===== config.mk =====
export PLATFORM = sky130hd
export DESIGN_NAME = serial_nibble_deserializer
export DESIGN_NICKNAME = d
export VERILOG_FILES = /design/src/rtl/serial_nibble_deserializer.sv
export SDC_FILE = /design/constraint.sdc
export NUM_CORES = 1
export LEC_CHECK = 0
export ABC_CLOCK_PERIOD_IN_PS = 2700
export CAP_MARGIN = 20
export CORE_MARGIN = 3
export CORE_UTILIZATION = 45
export DETAILED_ROUTE_END_ITERATION = 10
export GPL_ROUTABILITY_DRIVEN = 1
export PLACE_DENSITY = 0.71
export SYNTH_ARGS = -nofsm -noshare
export SYNTH_HDL_FRONTEND = slang
export SYNTH_SLANG_ARGS = --single-unit

===== constraint.sdc =====
create_clock -name clk -period 2.7 [get_ports clk]
set_clock_uncertainty 0.05 [all_clocks]
set_input_delay 0.405 -clock clk [delete_from_list [all_inputs] [get_ports clk]]
set_output_delay 0.405 -clock clk [all_outputs]
set_load 0.02 [all_outputs]

===== src/rtl/serial_nibble_deserializer.sv =====
// rtl/serial_nibble_deserializer.sv - framed serial-to-parallel receiver with valid/ready output
// Start bit, DATA_W data bits, stop bit; flags framing errors and dropped frames.
module serial_nibble_deserializer #(
  parameter int DATA_W    = 4,
  parameter bit MSB_FIRST = 1'b0
) (
  input  logic              clk,
  input  logic              reset,
  input  logic              bit_en,
  input  logic              sin,
  output logic [DATA_W-1:0] dout,
  output logic              dout_valid,
  input  logic              dout_ready,
  output logic              busy,
  output logic              frame_err,
  output logic              overrun
);

  localparam int CNT_W = (DATA_W > 1) ? $clog2(DATA_W) : 1;

  typedef enum logic [1:0] {
    S_IDLE    = 2'd0,
    S_DATA    = 2'd1,
    S_STOP    = 2'd2,
    S_RECOVER = 2'd3
  } state_t;

  state_t              state_q, state_d;
  logic [CNT_W-1:0]    cnt_q, cnt_d;
  logic [DATA_W-1:0]   shift_q, shift_d;
  logic [DATA_W-1:0]   dout_q, dout_d;
  logic                valid_q, valid_d;
  logic                frame_err_q, frame_err_d;
  logic                overrun_q, overrun_d;
  logic                complete;

  always_ff @(posedge clk or posedge reset) begin
    if (reset) begin
      state_q     <= S_IDLE;
      cnt_q       <= '0;
      shift_q     <= '0;
      dout_q      <= '0;
      valid_q     <= 1'b0;
      frame_err_q <= 1'b0;
      overrun_q   <= 1'b0;
    end else begin
      state_q     <= state_d;
      cnt_q       <= cnt_d;
      shift_q     <= shift_d;
      dout_q      <= dout_d;
      valid_q     <= valid_d;
      frame_err_q <= frame_err_d;
      overrun_q   <= overrun_d;
    end
  end

  always_comb begin
    state_d     = state_q;
    cnt_d       = cnt_q;
    shift_d     = shift_q;
    dout_d      = dout_q;
    valid_d     = valid_q;
    frame_err_d = 1'b0;
    overrun_d   = 1'b0;
    complete    = 1'b0;

    if (bit_en) begin
      case (state_q)
        S_IDLE: begin
          if (!sin) begin
            state_d = S_DATA;
            cnt_d   = '0;
          end
        end
        S_DATA: begin
          if (MSB_FIRST)
            shift_d = (shift_q << 1) | DATA_W'(sin);
          else
            shift_d = (shift_q >> 1) | (DATA_W'(sin) << (DATA_W - 1));
          cnt_d = cnt_q + 1'b1;
          if (cnt_q == CNT_W'(DATA_W - 1))
            state_d = S_STOP;
        end
        S_STOP: begin
          if (sin) begin
            complete = 1'b1;
            state_d  = S_IDLE;
          end else begin
            frame_err_d = 1'b1;
            state_d     = S_RECOVER;
          end
        end
        default: begin
          // A low stop bit is never treated as a start; wait for the line to go high.
          if (sin)
            state_d = S_IDLE;
        end
      endcase
    end

    if (complete) begin
      if (!valid_q || dout_ready) begin
        dout_d  = shift_q;
        valid_d = 1'b1;
      end else begin
        overrun_d = 1'b1;
      end
    end else if (valid_q && dout_ready) begin
      valid_d = 1'b0;
    end
  end

  assign dout       = dout_q;
  assign dout_valid = valid_q;
  assign busy       = (state_q != S_IDLE);
  assign frame_err  = frame_err_q;
  assign overrun    = overrun_q;

endmodule


### Word-level counts from Yosys, hierarchy flattened

Cells that the tools add are included.

| storage, ports and cells | value |
|---|---|
| bits in registers | 15 |
| bits of input ports | 5 |
| output and inout bits | 8 |
| logic and storage cells | 46 |

| operators by class | value |
|---|---|
| $add $sub $neg | 1 |
| equal/unequal tests | 6 |
| muxes and demuxes | 18 |
| bitwise logic cells | 1 |
| reduce and logical (&&, ||, !) cells | 13 |

Operators by type and width:

| kind | count |
|---|---|
| 2-to-1 mux 1 bit | 11 |
| 2-to-1 mux 2 bit | 5 |
| case mux 2 bit (3 select lines) | 1 |
| AND reduction 2 bit | 3 |
| nonzero test 2 bit | 3 |
| equality test 2 bit, second input constant | 2 |
| inequality test 2 bit, second input constant | 2 |
| OR 3 x 4 -> 4 bit | 1 |
| case mux 2 bit (2 select lines) | 1 |
| AND reduction 4 bit | 1 |
| nonzero test 4 bit | 1 |
| AND reduction 3 bit | 1 |
| adder 2 x 1 -> 2 bit, second input constant | 1 |
| equality test 2 x 1 -> 1 bit, second input constant | 1 |
| zero test 2 bit | 1 |
| inequality test 2 x 1 -> 1 bit, second input constant | 1 |
| logical AND 1 bit | 1 |
| zero test 1 bit | 1 |
| logical OR 1 bit | 1 |

### Depth between registers and ports, before layout

Gate-level depths: netlist (run 1).

| logic depth | value |
|---|---|
| depth after elaboration | 5 |
| mapped depth | 4 |
| mapped depth without buffers | 3 |

### Worst setup path before layout (run 1)

Ideal clock, no wire load.

| timing path | value |
|---|---|
| path type | register -> register |
| start point | reg state_q[0] |
| end point | reg dout_q[0] (netlist: dout[0]) |
| setup time | 0.128 ns |
| arrival time | 1.151 ns |
| data required time | 2.522 ns |
| path slack | 1.371 ns |
| stages on the path, launching flop included | 4 |
| buffers on the path | 0 |
| clock period less this slack | 1.329 ns |
| cell sequence | dfrtp_1 -> nand4b_2 -> nor2b_4 -> mux2_1 |

| on the way | value |
|---|---|
| longest elaborated chain between the ends | 4 |

Ends and longest elaborated chain:

| element | line | text |
|---|---|---|
| start, declared | 28 | `state_t state_q, state_d;` |
| start signal, assigned | 47 | `state_q <= state_d;` |
| equality test 2 bit | 68 | `case (state_q)` |
| 2-to-1 mux 1 bit | 68 |  |
| 2-to-1 mux 1 bit | 67 | `if (bit_en) begin` |
| AND reduction 2 bit (no line) | n/a |  |
| end signal, assigned | 50 | `dout_q <= dout_d;` |
| end, declared | 31 | `logic [DATA_W-1:0] dout_q, dout_d;` |

Every way passes these cells.
A chain may end at the register's enable or synchronous reset.

### Final worst setup path (run 1)

| timing path | value |
|---|---|
| start point | reg state_q[1] |
| end point | out busy |

| on the way | value |
|---|---|
| longest elaborated chain between the ends | 1 |

Ends and longest elaborated chain:

| element | line | text |
|---|---|---|
| nonzero test 2 bit | 115 | `assign busy = (state_q != S_IDLE);` |
| end, declared | 14 | `output logic busy,` |

Every way passes these cells.

==> impl_metrics.tcl, run 1 <==
set metrics [dict create \
    mappedNetlistArea_um2 642 \
    grt_pass1_wl_um 1990 \
    synth.distinct_cells 20 \
    most-common-layout-cells "dfrtp_1 (15), clkdlybuf4s50_1 (12), mux2_1 (4), mux2_4 (4)" \
    cellLeakagePower_nw 0.378 \
    fp-row-count 12 \
    timing_hold_violations_final 0 \
    htree_levels 1 \
    final.setup.tns_ps 0 \
    fp.dieH_um 43.8 \
    antenna_found_initial 0 \
    post-route-period-util_pct 74.8 \
    gp_congestion 0.729 \
    critPathArrivalTime_ps 1560 \
    final_nets 67 \
    worstRegToRegCells 3 \
    final_common_cell "dfrtp_1" \
    wire_per_inst_um 14.5 \
    critPathCaptureType "output pin" \
    die_w_um 43.8 \
    hold_path_class "in -> async" \
    overflow 0 \
    cts_tree "done" \
    cts_num_sinks 15 \
    regArea_um2 375 \
    ys_warn_count 0 \
    status "complete, no violations" \
    numCtsBuffers 3 \
    num_antenna_cells 0 \
    grt_pass1_vias 440 \
    syn_to_final_growth_pct 23.8 \
    period_minus_slack_ps 2020 \
    hpwl_um 877 \
    viasPerCell 5.22 \
    drt_iter0_drc 1 \
    rrSetupSlack_ps 1250 \
    setup_viol 0 \
    ir_drop_mv 0.514 \
    fp.coreArea_um2 1220 \
    setup.worst_path.start_class "flip-flop" \
    reg2reg_to "dout[1]" \
    antenna_left 0 \
    first_pass_iters 2 \
    clkLatencyLatePin_ps 270 \
    dp_cells 70 \
    worstMarginPinSlew_ps 561 \
    wl_um 1070 \
    slew_viol_final 0 \
    cts_setup_buffers 0 \
    nFillCells 93 \
    multi_input_area_um2 248 \
    fmax_mhz 495 \
    max_cap_viol_count 0 \
    synth_top_area_share_pct 58.5 \
    instances_no_fill 74 \
    worst_ep_required_time_ps 2250 \
    p_comb_share_pct 40.4 \
    synth_largest_area_cell "dfrtp_1" \
    via_count 386 \
    cp_max_fo 6 \
    route.detailed.drc 0 \
    start_util_pct 52.8 \
    syn_nets 51 \
    clockBufferDepth 2 \
    rsz0062_at_grt "false" \
    yosysSeqAreaShare_pct 58.5 \
    netSwitchingFraction_pct 33.1 \
    grt_max_degree 16 \
    worst-setup-path-type "reg -> out" \
    io_buffer_count 12 \
    power.share.sequential_pct 45.5 \
    clockRootBuffer "clkbuf_4" \
    slew_headroom_pct 62.5 \
    io_pins 13 \
    power_switching_mw 0.283 \
    drive_gt1_share_pct 20.0 \
    syn_inst 45 \
    grt_use_total_pct 14.4 \
    clock_power_share_pct 14.1 \
    p_per_area_nw_per_um2 1080 \
    path_clk_slew_ps 80 \
    cts_resized 0 \
    synth_seq_cells 15 \
    syn_area_per_cell_um2 14.3 \
    die-area_um2 1920 \
    ctsHoldBuffers 0 \
    rr_startpoint "state_q[0]" \
    power.internal_mw 0.573 \
    synth.area.top_cells "dfrtp_1 (58%), mux2_4 (9.4%), mux2_1 (7.0%)" \
]
## cell usage after synthesis (all sizes together)
cell    number
a221oi       1
a22o         1
a31oi        2
and2         1
buf          1
dfrtp       15
ha           1
inv          2
mux2         9
nand2        3
nand2b       1
nand4b       1
nor2         2
nor2b        2
nor3         1
o21ai        1
or2          1
## worst max path at each step
stage,startpoint,endpoint,slack [ps],cells after the start
after floorplan,state_q[0],dout[0],1370,3
after global placement,bit_en,shift_q[1],720,4
after detailed placement,bit_en,shift_q[2],660,4
after CTS,state_q[1],busy,660,2
after global routing,state_q[1],busy,620,2
final,state_q[1],busy,680,2
## worst max-delay path: stages, from the launching register on
cell	delay, ps
dfrtp_1	440
or2_2	310
clkdlybuf4s50_1	540
## stage by stage
| stage | util, % | power, mW | setup WS, ps | hold slack (ps) | instance area (um2) |
|---|---|---|---|---|---|
| finish | 65.3 | 0.856 | 682 | 426 | 795 |
| global route | 65.3 | 0.920 | 618 | 479 | 795 |
| CTS | 65.3 | 0.869 | 660 | 434 | 795 |
| detailed placement | 63.2 | 0.743 | 664 | 433 | 768 |
| global placement | 63.2 | 0.712 | 723 | 415 | 768 |
| floorplan | - | 0.616 | 1370 | 256 | 642 |
## power by group through the flow
stage                     combinational, mW  sequential [mW]  clock, mW
after floorplan                       0.202            0.414          0
after global placement                0.331            0.381          0
after detailed placement              0.351            0.393          0
after CTS                             0.351            0.389      0.129
after global routing                  0.373            0.405      0.142
final                                 0.345            0.389      0.121
## registers in the layout (all words and copies together), names as in the netlist
| name | cells |
|---|---|
| dout | 4 |
| shift_q | 4 |
| cnt_q | 2 |
| state_q | 2 |
| dout_valid | 1 |
| frame_err | 1 |
| overrun | 1 |
## routing by layer
metal / global-route usage, % / routed length, um
met2: 24.7 / 549
met1: 16.9 / 454
met4: 7.23 / 11
met3: 2.90 / 57
met5: 0 / 0
## final cells by class
| type | instances | area share, % |
|---|---|---|
| sequential | 15 | 47.2 |
| clock buffer | 4 | 3.31 |
| tap | 14 | 2.20 |
| timing repair buffer | 12 | 15.1 |
| inverter | 2 | 0.945 |
| multi-input combinational | 27 | 31.2 |
## cell families (layout without fill, tap and decap cells)
group	Yosys count	in the layout	synth area share, %
flip-flops	15	15	58.5
AND/OR/NAND/NOR	12	12	12.1
multiplexers	9	9	18.1
AO/OA/AOI/OAI	5	5	6.43
buffers and inverters	3	18	2.92
adder cells (fa/ha/maj)	1	1	1.95
Power figures use the tool's default switching activity.
==> run 2, diff against run 1 <==
Settings changed: ABC_CLOCK_PERIOD_IN_PS 2700 to 1900.
Clock period 2.7 ns to 1.9 ns, I/O delays scaled along.
==> run 2 against run 1 <==
Against the previous run:
- cell area rose by 2.8%
- first-iteration DRC count increased to 12 times the previous value
- final cell count rose by 4.1%
- core utilization rose by 1.9 points
- register-to-register slack got worse by 780 ps
- combinational power is 42% higher
==> impl_metrics.tcl, run 2 (synthesis gave the netlist of run 1 again) <==
set metrics [dict create \
    crit_family "flip-flops" \
    path_clk_slew_ps 90 \
    antenna_found_initial 0 \
    start_util_pct 52.8 \
    grt_use_total_pct 14.5 \
    rr_startpoint "state_q[0]" \
    reg2reg_to "dout[3]" \
    grt_pass1_vias 437 \
    cp_num_buf_inv 1 \
    max_cap_viol_count 0 \
    status "complete, no violations" \
    final.setup.tns_ps 0 \
    gp_congestion 0.740 \
    overflow 0 \
    worstMarginPinSlew_ps 576 \
    cts_tree "done" \
    critPathCaptureType "output pin" \
    viasPerCell 5.52 \
    grt_max_degree 16 \
    hpwl_um 864 \
    slew_headroom_pct 61.6 \
    critPathMaxStageDelay_ps 460 \
    clkLatencyLatePin_ps 290 \
    wire_per_inst_um 15.1 \
    setup.worst_path.start_class "flip-flop" \
    power.share.sequential_pct 45.2 \
    final_nets 70 \
    p_total_mw 1.23 \
    cp_cell_sequence "or2_2 > dlygate4sd2_1" \
    clockBufferDepth 2 \
    netSwitchingFraction_pct 33.9 \
    period_minus_slack_ps 1710 \
    cp_max_fo 6 \
    clockRootBuffer "clkbuf_4" \
    fp.dieH_um 43.8 \
    worstRegToRegCells 3 \
    cts_num_sinks 15 \
    nFillCells 84 \
    cts_setup_buffers 0 \
    fmax_mhz 586 \
    htree_levels 1 \
    worst-setup-path-type "reg -> out" \
    most-common-layout-cells "dfrtp_1 (15), clkdlybuf4s50_1 (11), mux2_1 (4), mux2_4 (4)" \
    wl_um 1170 \
    antenna_left 0 \
    clock_power_share_pct 14.8 \
    numCtsBuffers 3 \
    cellLeakagePower_nw 0.396 \
    die_w_um 43.8 \
    hold_path_class "in -> async" \
    ctsHoldBuffers 0 \
    slew_viol_final 0 \
    hold_ws_ps 306 \
    timing_hold_violations_final 0 \
    first_pass_iters 5 \
    power.internal_mw 0.811 \
    num_antenna_cells 0 \
    io_buffer_count 12 \
    via_count 425 \
    final_common_cell "dfrtp_1" \
    cp_slowest_cell "dfrtp_1" \
    route.detailed.drc 0 \
    p_comb_share_pct 39.9 \
    rsz0062_at_grt "false" \
    power_switching_mw 0.416 \
    p_per_area_nw_per_um2 1500 \
    rrSetupSlack_ps 470 \
    drive_gt1_share_pct 25.4 \
    setup_viol 0 \
    grt_pass1_wl_um 1940 \
    post-route-period-util_pct 89.7 \
    fp.coreArea_um2 1220 \
    io_pins 13 \
    critPathArrivalTime_ps 1370 \
    die-area_um2 1920 \
    drt_iter0_drc 12 \
    fp-row-count 12 \
    worst_ep_required_time_ps 1560 \
    cts_resized 1 \
    ir_drop_mv 0.756 \
    syn_to_final_growth_pct 27.3 \
]
run 2: cell count changes in the layout (fill, tap and decap cells not counted):
cell             change
buf_4                +3
dlygate4sd2_1        +1
clkdlybuf4s50_1      -1
clkbuf_1             -1
clkinv_2             +1
run 2: metrics by stage:
| step | std cells | instance area, um2 | utilization, % | setup WS [ps] |
|---|---|---|---|---|
| 2_1_floorplan | 45 | 642 | - | 571 |
| 3_3_place_gp | 73 | 791 | 65.0 | 154 |
| 3_5_place_dp | 73 | 791 | 65.0 | 100 |
| 4_1_cts | 77 | 817 | 67.2 | 191 |
| 5_1_grt | 77 | 817 | 67.2 | 158 |
| 6_report | 77 | 817 | 67.2 | 195 |
run 2: routing by layer:
metal | part of all wire, % | track usage, % | up-vias
met3 | 5.8 | 5.39 | 5
met2 | 46 | 20.9 | 16
li1 | - | - | 193
met5 | 0 | 0 | -
met1 | 44 | 17.4 | 211
met4 | 3.9 | 10.8 | 0
run 2: worst max-delay path by stage:
| stage | start | to | slack, ps | cells past startpoint |
|---|---|---|---|---|
| 2_1_floorplan | state_q[0] | dout[0] | 570 | 3 |
| 3_3_place_gp | bit_en | shift_q[0] | 150 | 4 |
| 3_5_place_dp | bit_en | shift_q[3] | 100 | 4 |
| 4_1_cts | state_q[1] | busy | 190 | 2 |
| 5_1_grt | state_q[1] | busy | 160 | 2 |
| 6_report | state_q[1] | busy | 190 | 2 |
run 2: power groups by stage:
stage	clock, mW	combinational, mW	sequential [mW]
after global routing	0.212	0.525	0.572
final	0.182	0.490	0.555
after detailed placement	0	0.503	0.558
after global placement	0	0.483	0.543
after CTS	0.189	0.495	0.553
after floorplan	0	0.288	0.588
run 2: layout make-up:
type	instances	area, um2	area share, %
flip-flops and latches	15	375	45.9
multi-input cells	27	248	30.3
inverters	2	7.51	0.919
clock buffers	3	22.5	2.76
well taps	14	17.5	2.14
clock inverters	1	5.00	0.613
repair buffers	15	141	17.3
